**src/rtl/axi_wr_burst_if.sv**
```systemverilog
`default_nettype none
// ============================================================================
//  Module   : axi_wr_burst_if
//  Purpose  : Bundles the command, FIFO read-side, AXI4 AW/W/B and status
//             signals used by axi_wr_burst.
//  Ports    : master modport = burst engine side (drives AW/W, FIFO rden,
//             cmd_ready, status); slave modport = environment side (drives
//             command, FIFO data/empty, AXI ready/valid responses).
//  Revision : 1.0  initial release
// ============================================================================
interface axi_wr_burst_if #(
    parameter int AWID = 32,
    parameter int DWID = 32
);
    // Command
    logic              cmd_valid;
    logic              cmd_ready;
    logic [AWID-1:0]   cmd_addr;
    logic [7:0]        cmd_len;
    // FIFO read side
    logic              fifo_rden;
    logic [DWID-1:0]   fifo_dout;
    logic              fifo_bare;
    // AXI write address
    logic              awvalid;
    logic              awready;
    logic [AWID-1:0]   awaddr;
    logic [7:0]        awlen;
    logic [2:0]        awsize;
    logic [1:0]        awburst;
    // AXI write data
    logic              wvalid;
    logic              wready;
    logic [DWID-1:0]   wdata;
    logic [DWID/8-1:0] wstrb;
    logic              wlast;
    // AXI write response
    logic              bvalid;
    logic              bready;
    logic [1:0]        bresp;
    // Status
    logic              busy;
    logic              done;
    logic              err;

    modport master (
        input  cmd_valid, cmd_addr, cmd_len,
        input  fifo_dout, fifo_bare,
        input  awready, wready, bvalid, bresp,
        output cmd_ready, fifo_rden,
        output awvalid, awaddr, awlen, awsize, awburst,
        output wvalid, wdata, wstrb, wlast,
        output bready, busy, done, err
    );

    modport slave (
        output cmd_valid, cmd_addr, cmd_len,
        output fifo_dout, fifo_bare,
        output awready, wready, bvalid, bresp,
        input  cmd_ready, fifo_rden,
        input  awvalid, awaddr, awlen, awsize, awburst,
        input  wvalid, wdata, wstrb, wlast,
        input  bready, busy, done, err
    );
endinterface
`default_nettype wire

```
**src/rtl/axi_wr_burst.sv**
```systemverilog
`default_nettype none
// ============================================================================
//  Module   : axi_wr_burst
//  Purpose  : AXI4 write-burst master. Accepts a (start address, awlen)
//             command, issues one INCR burst on AW, streams words read from
//             an upstream synchronous FIFO (one-cycle read latency) through a
//             two-entry holding buffer onto W, then waits for B.
//  Ports    : clk  - clock, rising edge
//             rst  - synchronous active-low reset
//             bus  - axi_wr_burst_if.master (command, FIFO, AW/W/B, status)
//  Revision : 1.0  initial release
// ============================================================================
module axi_wr_burst #(
    parameter int AWID = 32,
    parameter int DWID = 32
) (
    input  logic                clk,
    input  logic                rst,
    axi_wr_burst_if.master      bus
);

    localparam logic [2:0] C_AWSIZE = 3'($clog2(DWID / 8));

    typedef enum logic [1:0] {
        S_IDLE = 2'd0,
        S_ADDR = 2'd1,
        S_DATA = 2'd2,
        S_RESP = 2'd3
    } state_t;

    state_t            state_q, state_d;
    logic [AWID-1:0]   addr_q, addr_d;
    logic [7:0]        len_q, len_d;
    logic [8:0]        fetch_left_q, fetch_left_d;
    logic [8:0]        send_left_q, send_left_d;
    logic              err_q, err_d;

    // Two-entry holding buffer (circular)
    logic [DWID-1:0]   buf_q [2];
    logic              wr_ptr_q;
    logic              rd_ptr_q;
    logic [1:0]        cnt_q;
    logic              inflight_q;

    logic              w_wvalid;
    logic              w_pop;
    logic              w_rden;
    logic [2:0]        w_proj;

    // ------------------------------------------------------------------
    // Datapath / prefetch control
    // ------------------------------------------------------------------
    assign w_wvalid = (state_q == S_DATA) && (cnt_q != 2'd0);
    assign w_pop    = w_wvalid && bus.wready;
    // Occupancy the buffer will reach once the word in flight lands and
    // this cycle's pop retires; a new read is only safe if it stays < 2.
    assign w_proj   = {1'b0, cnt_q} + {2'b00, inflight_q} - {2'b00, w_pop};
    assign w_rden   = ((state_q == S_ADDR) || (state_q == S_DATA)) &&
                      !bus.fifo_bare && (fetch_left_q != 9'd0) &&
                      (w_proj < 3'd2);

    // ------------------------------------------------------------------
    // Next-state logic
    // ------------------------------------------------------------------
    always_comb begin
        state_d      = state_q;
        addr_d       = addr_q;
        len_d        = len_q;
        fetch_left_d = fetch_left_q;
        send_left_d  = send_left_q;
        err_d        = err_q;

        if (w_rden) fetch_left_d = fetch_left_q - 9'd1;
        if (w_pop)  send_left_d  = send_left_q - 9'd1;

        case (state_q)
            S_IDLE: begin
                if (bus.cmd_valid) begin
                    addr_d       = bus.cmd_addr;
                    len_d        = bus.cmd_len;
                    fetch_left_d = {1'b0, bus.cmd_len} + 9'd1;
                    send_left_d  = {1'b0, bus.cmd_len} + 9'd1;
                    err_d        = 1'b0;
                    state_d      = S_ADDR;
                end
            end
            S_ADDR: begin
                if (bus.awready) state_d = S_DATA;
            end
            S_DATA: begin
                if (w_pop && (send_left_q == 9'd1)) state_d = S_RESP;
            end
            S_RESP: begin
                if (bus.bvalid) begin
                    err_d   = bus.bresp[1];
                    state_d = S_IDLE;
                end
            end
            default: state_d = S_IDLE;
        endcase
    end

    // ------------------------------------------------------------------
    // State and buffer registers
    // ------------------------------------------------------------------
    always_ff @(posedge clk) begin
        if (!rst) begin
            state_q      <= S_IDLE;
            addr_q       <= '0;
            len_q        <= '0;
            fetch_left_q <= '0;
            send_left_q  <= '0;
            err_q        <= 1'b0;
            buf_q[0]     <= '0;
            buf_q[1]     <= '0;
            wr_ptr_q     <= 1'b0;
            rd_ptr_q     <= 1'b0;
            cnt_q        <= 2'd0;
            inflight_q   <= 1'b0;
        end else begin
            state_q      <= state_d;
            addr_q       <= addr_d;
            len_q        <= len_d;
            fetch_left_q <= fetch_left_d;
            send_left_q  <= send_left_d;
            err_q        <= err_d;
            inflight_q   <= w_rden;
            // FIFO data is valid the cycle after the read was issued
            if (inflight_q) begin
                buf_q[wr_ptr_q] <= bus.fifo_dout;
                wr_ptr_q        <= ~wr_ptr_q;
            end
            if (w_pop) rd_ptr_q <= ~rd_ptr_q;
            cnt_q <= cnt_q + {1'b0, inflight_q} - {1'b0, w_pop};
        end
    end

    // ------------------------------------------------------------------
    // Outputs
    // ------------------------------------------------------------------
    assign bus.cmd_ready = (state_q == S_IDLE);
    assign bus.busy      = (state_q != S_IDLE);
    assign bus.fifo_rden = w_rden;
    assign bus.awvalid   = (state_q == S_ADDR);
    assign bus.awaddr    = addr_q;
    assign bus.awlen     = len_q;
    assign bus.awsize    = C_AWSIZE;
    assign bus.awburst   = 2'b01;
    assign bus.wvalid    = w_wvalid;
    assign bus.wdata     = buf_q[rd_ptr_q];
    assign bus.wstrb     = '1;
    assign bus.wlast     = w_wvalid && (send_left_q == 9'd1);
    assign bus.bready    = (state_q == S_RESP);
    assign bus.done      = (state_q == S_RESP) && bus.bvalid;
    assign bus.err       = err_q;

    // Only bresp[1] (SLVERR/DECERR) matters for the error flag
    logic w_unused_ok;
    assign w_unused_ok = bus.bresp[0];

endmodule
`default_nettype wire

```
**src/flat_wrapper.sv**
```systemverilog
// flat-port wrapper written by rule: the top's interface ports become plain ports
module axi_wr_burst_flat 
#(
    parameter int AWID = 32,
    parameter int DWID = 32
)
  (clk, rst, bus_cmd_valid, bus_cmd_addr, bus_cmd_len, bus_fifo_dout, bus_fifo_bare, bus_awready, bus_wready, bus_bvalid, bus_bresp, bus_cmd_ready, bus_fifo_rden, bus_awvalid, bus_awaddr, bus_awlen, bus_awsize, bus_awburst, bus_wvalid, bus_wdata, bus_wstrb, bus_wlast, bus_bready, bus_busy, bus_done, bus_err);
  axi_wr_burst_if #(.AWID(AWID), .DWID(DWID)) bus_i ();
  input  logic clk;
  input  logic rst;
  input wire logic [$bits(bus_i.cmd_valid)-1:0] bus_cmd_valid;
  input wire logic [$bits(bus_i.cmd_addr)-1:0] bus_cmd_addr;
  input wire logic [$bits(bus_i.cmd_len)-1:0] bus_cmd_len;
  input wire logic [$bits(bus_i.fifo_dout)-1:0] bus_fifo_dout;
  input wire logic [$bits(bus_i.fifo_bare)-1:0] bus_fifo_bare;
  input wire logic [$bits(bus_i.awready)-1:0] bus_awready;
  input wire logic [$bits(bus_i.wready)-1:0] bus_wready;
  input wire logic [$bits(bus_i.bvalid)-1:0] bus_bvalid;
  input wire logic [$bits(bus_i.bresp)-1:0] bus_bresp;
  output wire logic [$bits(bus_i.cmd_ready)-1:0] bus_cmd_ready;
  output wire logic [$bits(bus_i.fifo_rden)-1:0] bus_fifo_rden;
  output wire logic [$bits(bus_i.awvalid)-1:0] bus_awvalid;
  output wire logic [$bits(bus_i.awaddr)-1:0] bus_awaddr;
  output wire logic [$bits(bus_i.awlen)-1:0] bus_awlen;
  output wire logic [$bits(bus_i.awsize)-1:0] bus_awsize;
  output wire logic [$bits(bus_i.awburst)-1:0] bus_awburst;
  output wire logic [$bits(bus_i.wvalid)-1:0] bus_wvalid;
  output wire logic [$bits(bus_i.wdata)-1:0] bus_wdata;
  output wire logic [$bits(bus_i.wstrb)-1:0] bus_wstrb;
  output wire logic [$bits(bus_i.wlast)-1:0] bus_wlast;
  output wire logic [$bits(bus_i.bready)-1:0] bus_bready;
  output wire logic [$bits(bus_i.busy)-1:0] bus_busy;
  output wire logic [$bits(bus_i.done)-1:0] bus_done;
  output wire logic [$bits(bus_i.err)-1:0] bus_err;
  assign bus_i.cmd_valid = bus_cmd_valid;
  assign bus_i.cmd_addr = bus_cmd_addr;
  assign bus_i.cmd_len = bus_cmd_len;
  assign bus_i.fifo_dout = bus_fifo_dout;
  assign bus_i.fifo_bare = bus_fifo_bare;
  assign bus_i.awready = bus_awready;
  assign bus_i.wready = bus_wready;
  assign bus_i.bvalid = bus_bvalid;
  assign bus_i.bresp = bus_bresp;
  assign bus_cmd_ready = bus_i.cmd_ready;
  assign bus_fifo_rden = bus_i.fifo_rden;
  assign bus_awvalid = bus_i.awvalid;
  assign bus_awaddr = bus_i.awaddr;
  assign bus_awlen = bus_i.awlen;
  assign bus_awsize = bus_i.awsize;
  assign bus_awburst = bus_i.awburst;
  assign bus_wvalid = bus_i.wvalid;
  assign bus_wdata = bus_i.wdata;
  assign bus_wstrb = bus_i.wstrb;
  assign bus_wlast = bus_i.wlast;
  assign bus_bready = bus_i.bready;
  assign bus_busy = bus_i.busy;
  assign bus_done = bus_i.done;
  assign bus_err = bus_i.err;
  axi_wr_burst #(.AWID(AWID), .DWID(DWID)) u_core (.clk(clk), .rst(rst), .bus(bus_i));
endmodule
```
**config.mk**
```make
export PLATFORM = sky130hd
export DESIGN_NAME = axi_wr_burst_flat
export DESIGN_NICKNAME = d
export VERILOG_FILES = /design/src/rtl/axi_wr_burst_if.sv /design/src/rtl/axi_wr_burst.sv /design/src/flat_wrapper.sv
export SDC_FILE = /design/constraint.sdc
export NUM_CORES = 1
export LEC_CHECK = 0
export BUFFER_PORTS_ARGS = -buffer_cell sky130_fd_sc_hd__buf_2
export CORE_ASPECT_RATIO = 0.8
export CORE_MARGIN = 2
export CORE_UTILIZATION = 56
export DETAILED_ROUTE_END_ITERATION = 16
export HOLD_SLACK_MARGIN = 0.05
export PLACE_DENSITY_LB_ADDON = 0.25
export SLEW_MARGIN = 30
export SYNTH_ARGS = -nofsm -noshare
export SYNTH_HDL_FRONTEND = slang
export SYNTH_SLANG_ARGS = --single-unit
```
**constraint.sdc**
```tcl
create_clock -name clk -period 11.5 [get_ports clk]
set_clock_uncertainty 0.2 [all_clocks]
set_input_delay 3.45 -clock clk [delete_from_list [all_inputs] [get_ports clk]]
set_output_delay 3.45 -clock clk [all_outputs]
set_load 0.02 [all_outputs]
```
* After elaboration in Yosys (flattened, before gate mapping) *
Memory sizes are Yosys's and may differ from the RTL's. A register that Yosys moved wholly into a read port is not among the register bits.
Index checks and enable logic that the tools add are counted.

word-level totals
  flip-flop bits (word level) = 66
  latch bits = 0
  memory bits (writable) = 64
  bits in read-only memories = 0
  input bits = 81
  output and inout bits = 90
  logic and storage cells = 71
  memories kept = 1

operators by class
  add/sub/neg operators = 7
  multiply operators = 0
  divide/modulo/power cells = 0
  magnitude comparators = 1
  equal/unequal tests = 8
  shifts and indexed selects = 0
  muxes and demuxes = 23
  bitwise operators = 2
  reductions and logical operators = 19

memories
  memory        depth  bits a word  read ports  clocked after memory_dff  write ports  RTL line            RTL
  u_core.buf_q  2      32           1           1                         2            axi_wr_burst.sv:39  logic [DWID-1:0] buf_q [2];

operators by type and width
  operator                                             count
  two-way mux 9 bit                                    6
  two-way mux 32 bit                                   1
  OR reduction 32 bit                                  1
  subtractor 9 x 1 -> 9 bit, second input constant     2
  two-way mux 1 bit                                    10
  adder 8 x 1 -> 9 bit, second input constant          1
  equality test 9 x 1 -> 1 bit, second input constant  1
  nonzero test 9 bit                                   1
  logical AND 1 bit                                    8
  two-way mux 2 bit                                    4
  != test 2 bit, second input constant                 4
  one-hot mux 2 bit (4 select lines)                   1
  nonzero test 2 bit                                   3
  equality test 2 bit, second input constant           2
  AND reduction 4 bit                                  1
  adder 2 x 1 -> 3 bit                                 1
  < comparator 3 x 2 -> 1 bit, second input constant   1
  AND reduction 3 bit                                  1
  subtractor 3 x 1 -> 3 bit                            1
  adder 2 x 1 -> 2 bit                                 1
  equality test 2 x 1 -> 1 bit, second input constant  1
  zero test 2 bit                                      1
  inverter 1 bit                                       2
  one-hot mux 1 bit (2 select lines)                   1
  4 further kinds                                      4

* Depth between registers and ports, before layout *
  depth after elaboration = 9
  depth in mapped cells = 12
  depth with buffers taken out = 11

* Least setup slack after synthesis *
Ideal clock, no wire load.

  path kind = input to output
  start = in bus_wready
  end = out bus_fifo_rden
  arrival time = 5.526 ns
  setup slack = 2.324 ns
  stages on the path = 8
  cells stage by stage = o211ai_1 > or2_2 > nand2_1 > ha_1 > fa_1 > nor3b_1 > nand2_1 > nor2_1

on the way
  cells in the longest elaborated chain, start to end = 4

ends and longest elaborated chain
  what                         RTL line            RTL
  start, declared              flat_wrapper.sv:17  input wire logic [$bits(bus_i.wready)-1:0] bus_wready;
  logical AND 1 bit            axi_wr_burst.sv:54  assign w_pop = w_wvalid && bus.wready;
  subtractor 3 x 1 -> 3 bit    axi_wr_burst.sv:57  assign w_proj = {1'b0, cnt_q} + {2'b00, inflight_q} - {2'b00, w_pop};
  via u_core.w_proj[1]         axi_wr_burst.sv:48  logic [2:0] w_proj;
  < comparator 3 x 2 -> 1 bit  axi_wr_burst.sv:60  (w_proj < 3'd2);
  logical AND 1 bit            axi_wr_burst.sv:59  !bus.fifo_bare && (fetch_left_q != 9'd0) &&
  end, declared                flat_wrapper.sv:21  output wire logic [$bits(bus_i.fifo_rden)-1:0] bus_fifo_rden;

The timed path passes the listed nets, and every way through them passes these cells.

* Final worst setup path *
Same ends and word-level chain as after synthesis.

==> results.txt <==
Fill cells -> 784
Max FO, Critical Path -> 9
die width -> 119 um
routability cong. -> 0.872
multi-input logic area -> 2450 um2
H-tree depth -> 4
antenna violations before repair -> 0
Synth top area share -> 0.327
Area growth, synth to finish -> 25.0%
pin count of the biggest net entering global routing -> 65
EDFF count, synth -> 64
main flop type after synthesis -> dfxtp_1
worst min-delay path category -> reg2reg
Yosys top cell by area -> edfxtp_1
vias in the first global route -> 4477
die area -> 11300 um2
grt ovf -> 0
DR iter-0 viols -> 294
Clock Path Buffers -> 2
DRT Pass-1 Iters -> 5
Final nets -> 800
Slew Viols, Final -> 0
mapped cell area -> 5880 um2
r2r setup slk -> 7390 ps
FF+latch area -> 3260 um2
Synth area leaders -> edfxtp_1 33%, dfxtp_1 23%, and2_1 7.8%
DIE HEIGHT -> 95.7 um
final setup violation count -> 0
RSZ-0062 raised after global routing -> false
cells on worst reg2reg path -> 11
Hold Fails Final Rpt -> 0
Peak VDD IR -> 0.129 mV
syn avg cell area -> 10.6 um2
ratio of cells with drive above 1 in the final layout -> 0.331
Peak Freq -> 0.102 GHz
count of different cell masters after synthesis -> 46
Root Driver -> clkbuf_16
FFs w/ async S/R, synth -> 0
Worst Path Class, Setup -> in2out
CTS tree -> done
status -> finished, final reports clean
number of port buffers -> 160
setup_tns -> 0 ps
Routed WL per cell -> 14.9 um
num rows -> 33
worst hold path stage count -> 2
post-synthesis sequential area ratio -> 0.555
Sink Count -> 131
Tmin final -> 9770 ps
DRC viols -> 0
via count -> 4557
DPL Wire Length -> 8560 um
hold_buf cts -> 0
Post-CTS Resized -> 0
Cell Count, Final, Fillers Out -> 862
crit path DAT -> 6120 ps
Clock transition at path regs -> 50 ps
vias per inst -> 5.29
ant diodes -> 0
Boundary Pins -> 171
crit end category -> primary output
Total Routing Usage GR -> 0.232
leakage power total -> 3.21 nW
Num CTS Buffers -> 17
Slew @ Worst Pin -> 783 ps
CP required -> 7850 ps
reg2reg end -> u_core.fetch_left_q[7]
post-CTS setup buffers -> 0
hold path start -> u_core.bus.awaddr[25]
Mapped Cells -> 554
antenna viol nets, final -> 0
Routed WL -> 12900 um
Initial Util -> 0.575
Clock Latency Late Sink -> 410 ps
worst r2r src -> u_core.state_q[0]
Yosys Warn Count -> 0
Final period util -> 0.850
hold endpoint -> u_core.bus.awaddr[25]
max_slew headroom -> 0.477
Startpoint Class -> input port
max cap viols -> 0
placed cell count -> 830
pwr/cell area -> 211 nW/um2
first-pass GRT wire length -> 20500 um
flops & latches, synth -> 131
core area -> 10200 um2
-- Yosys cell counts (3+ instances only) --
cell type / count
nor2_1: 11
o21a_1: 3
a21oi_1: 9
nand4_1: 5
buf_1: 3
and2_1: 73
xnor2_1: 10
a21boi_0: 41
clkbuf_1: 25
nand2_1: 93
mux2i_1: 3
nand3_1: 10
or3_1: 3
nor4_1: 3
and3_1: 7
inv_1: 13
buf_4: 9
mux2_2: 32
xor2_1: 4
edfxtp_1: 64
o211ai_1: 3
dfxtp_1: 67
nor3_1: 8
nand2b_1: 3
o21ai_0: 17
ha_1: 9
-- how the worst max path moves through the flow --
stage	slack, ps	from	to
2_1_floorplan	2320	bus_wready	bus_fifo_rden
3_3_place_gp	1940	bus_wready	bus_fifo_rden
3_5_place_dp	1800	bus_wready	bus_fifo_rden
4_1_cts	1770	bus_wready	bus_fifo_rden
5_1_grt	1480	bus_wready	bus_fifo_rden
6_report	1730	bus_wready	bus_fifo_rden
-- report_power, final --
part	internal, mW	total [mW]	switching [mW]
Clock	0.317	0.514	0.197
Sequential	0.566	0.609	0.0426
Combinational	0.153	0.429	0.277
Total	1.04	1.55	0.516
-- layout by cell type, fill, tap and decap left out, types with 6 or more instances in the layout --
| master | instances |
|---|---|
| buf_2 | 160 |
| conb_1 | 9 |
| nand2_1 | 93 |
| a21oi_1 | 9 |
| o21ai_0 | 16 |
| mux2_2 | 32 |
| a21boi_0 | 41 |
| clkbuf_16 | 17 |
| nor2_1 | 10 |
| and2_1 | 73 |
| nor3_1 | 8 |
| xnor2_1 | 10 |
| edfxtp_1 | 64 |
| dfxtp_1 | 67 |
| clkinv_2 | 6 |
| and3_1 | 6 |
| nand3_1 | 10 |
| ha_1 | 9 |
| inv_1 | 13 |
-- kinds of logic after synthesis --
| kind of cell | after synthesis | synth area share |
|---|---|---|
| buffers and inverters | 50 | 0.0376 |
| other | 2 | 0.00128 |
| AOI/OAI and AO/OA | 85 | 0.0995 |
| xor gates and xnor gates | 14 | 0.0208 |
| DFF | 131 | 0.555 |
| muxes | 35 | 0.0663 |
| adders and majority gates | 10 | 0.0225 |
| and+or+nand+nor | 227 | 0.197 |
-- worst max-delay path, cell delays in order --
cell,delay (ps)
buf_2,100
o211ai_1,280
or2_2,410
nand2_1,70
ha_1,160
fa_1,430
nor3b_1,590
nand2_1,290
nor2_1,160
buf_2,180
-- state kept, by name, indices dropped and copies added (netlist names), named ones only --
register and cells:
u_core.inflight_q 1, u_core.cnt_q 2, u_core.bus.awaddr 32, u_core.send_left_q 9
u_core.state_q 2, u_core.wr_ptr_q 1, u_core.buf_q 64, u_core.bus.err 1
u_core.fetch_left_q 9, u_core.bus.awlen 8, u_core.rd_ptr_q 1
-- per-stage QoR --
| stage | setup WS, ps | cell area [um2] | util | power (mW) | hold WS [ps] |
|---|---|---|---|---|---|
| floorplan | 2320 | 5910 | - | 0.908 | 256 |
| global placement | 1940 | 6770 | 0.661 | 1.02 | 248 |
| detailed placement | 1800 | 6790 | 0.663 | 1.04 | 255 |
| CTS | 1770 | 7350 | 0.718 | 1.55 | 263 |
| global route | 1480 | 7360 | 0.718 | 1.63 | 288 |
| finish | 1730 | 7360 | 0.718 | 1.55 | 261 |
-- routing by layer --
metal  up-vias  global-route usage  wire [um]
met1      2152               0.280       5500
met2       180               0.393       6230
li1       2199                   -          -
met4         0              0.0923        235
met5         -                   0          0
met3        26              0.0718        883
-- final cells by class --
cell class / count / area share
Timing Repair Buffer: 166 / 0.116
Clock inverter: 14 / 0.0191
Tap cell: 140 / 0.0238
Multi-Input combinational cell: 380 / 0.333
Sequential cell: 131 / 0.444
Inverter: 13 / 0.00663
Clock buffer: 18 / 0.0583
(Power assumes the default switching activity.)
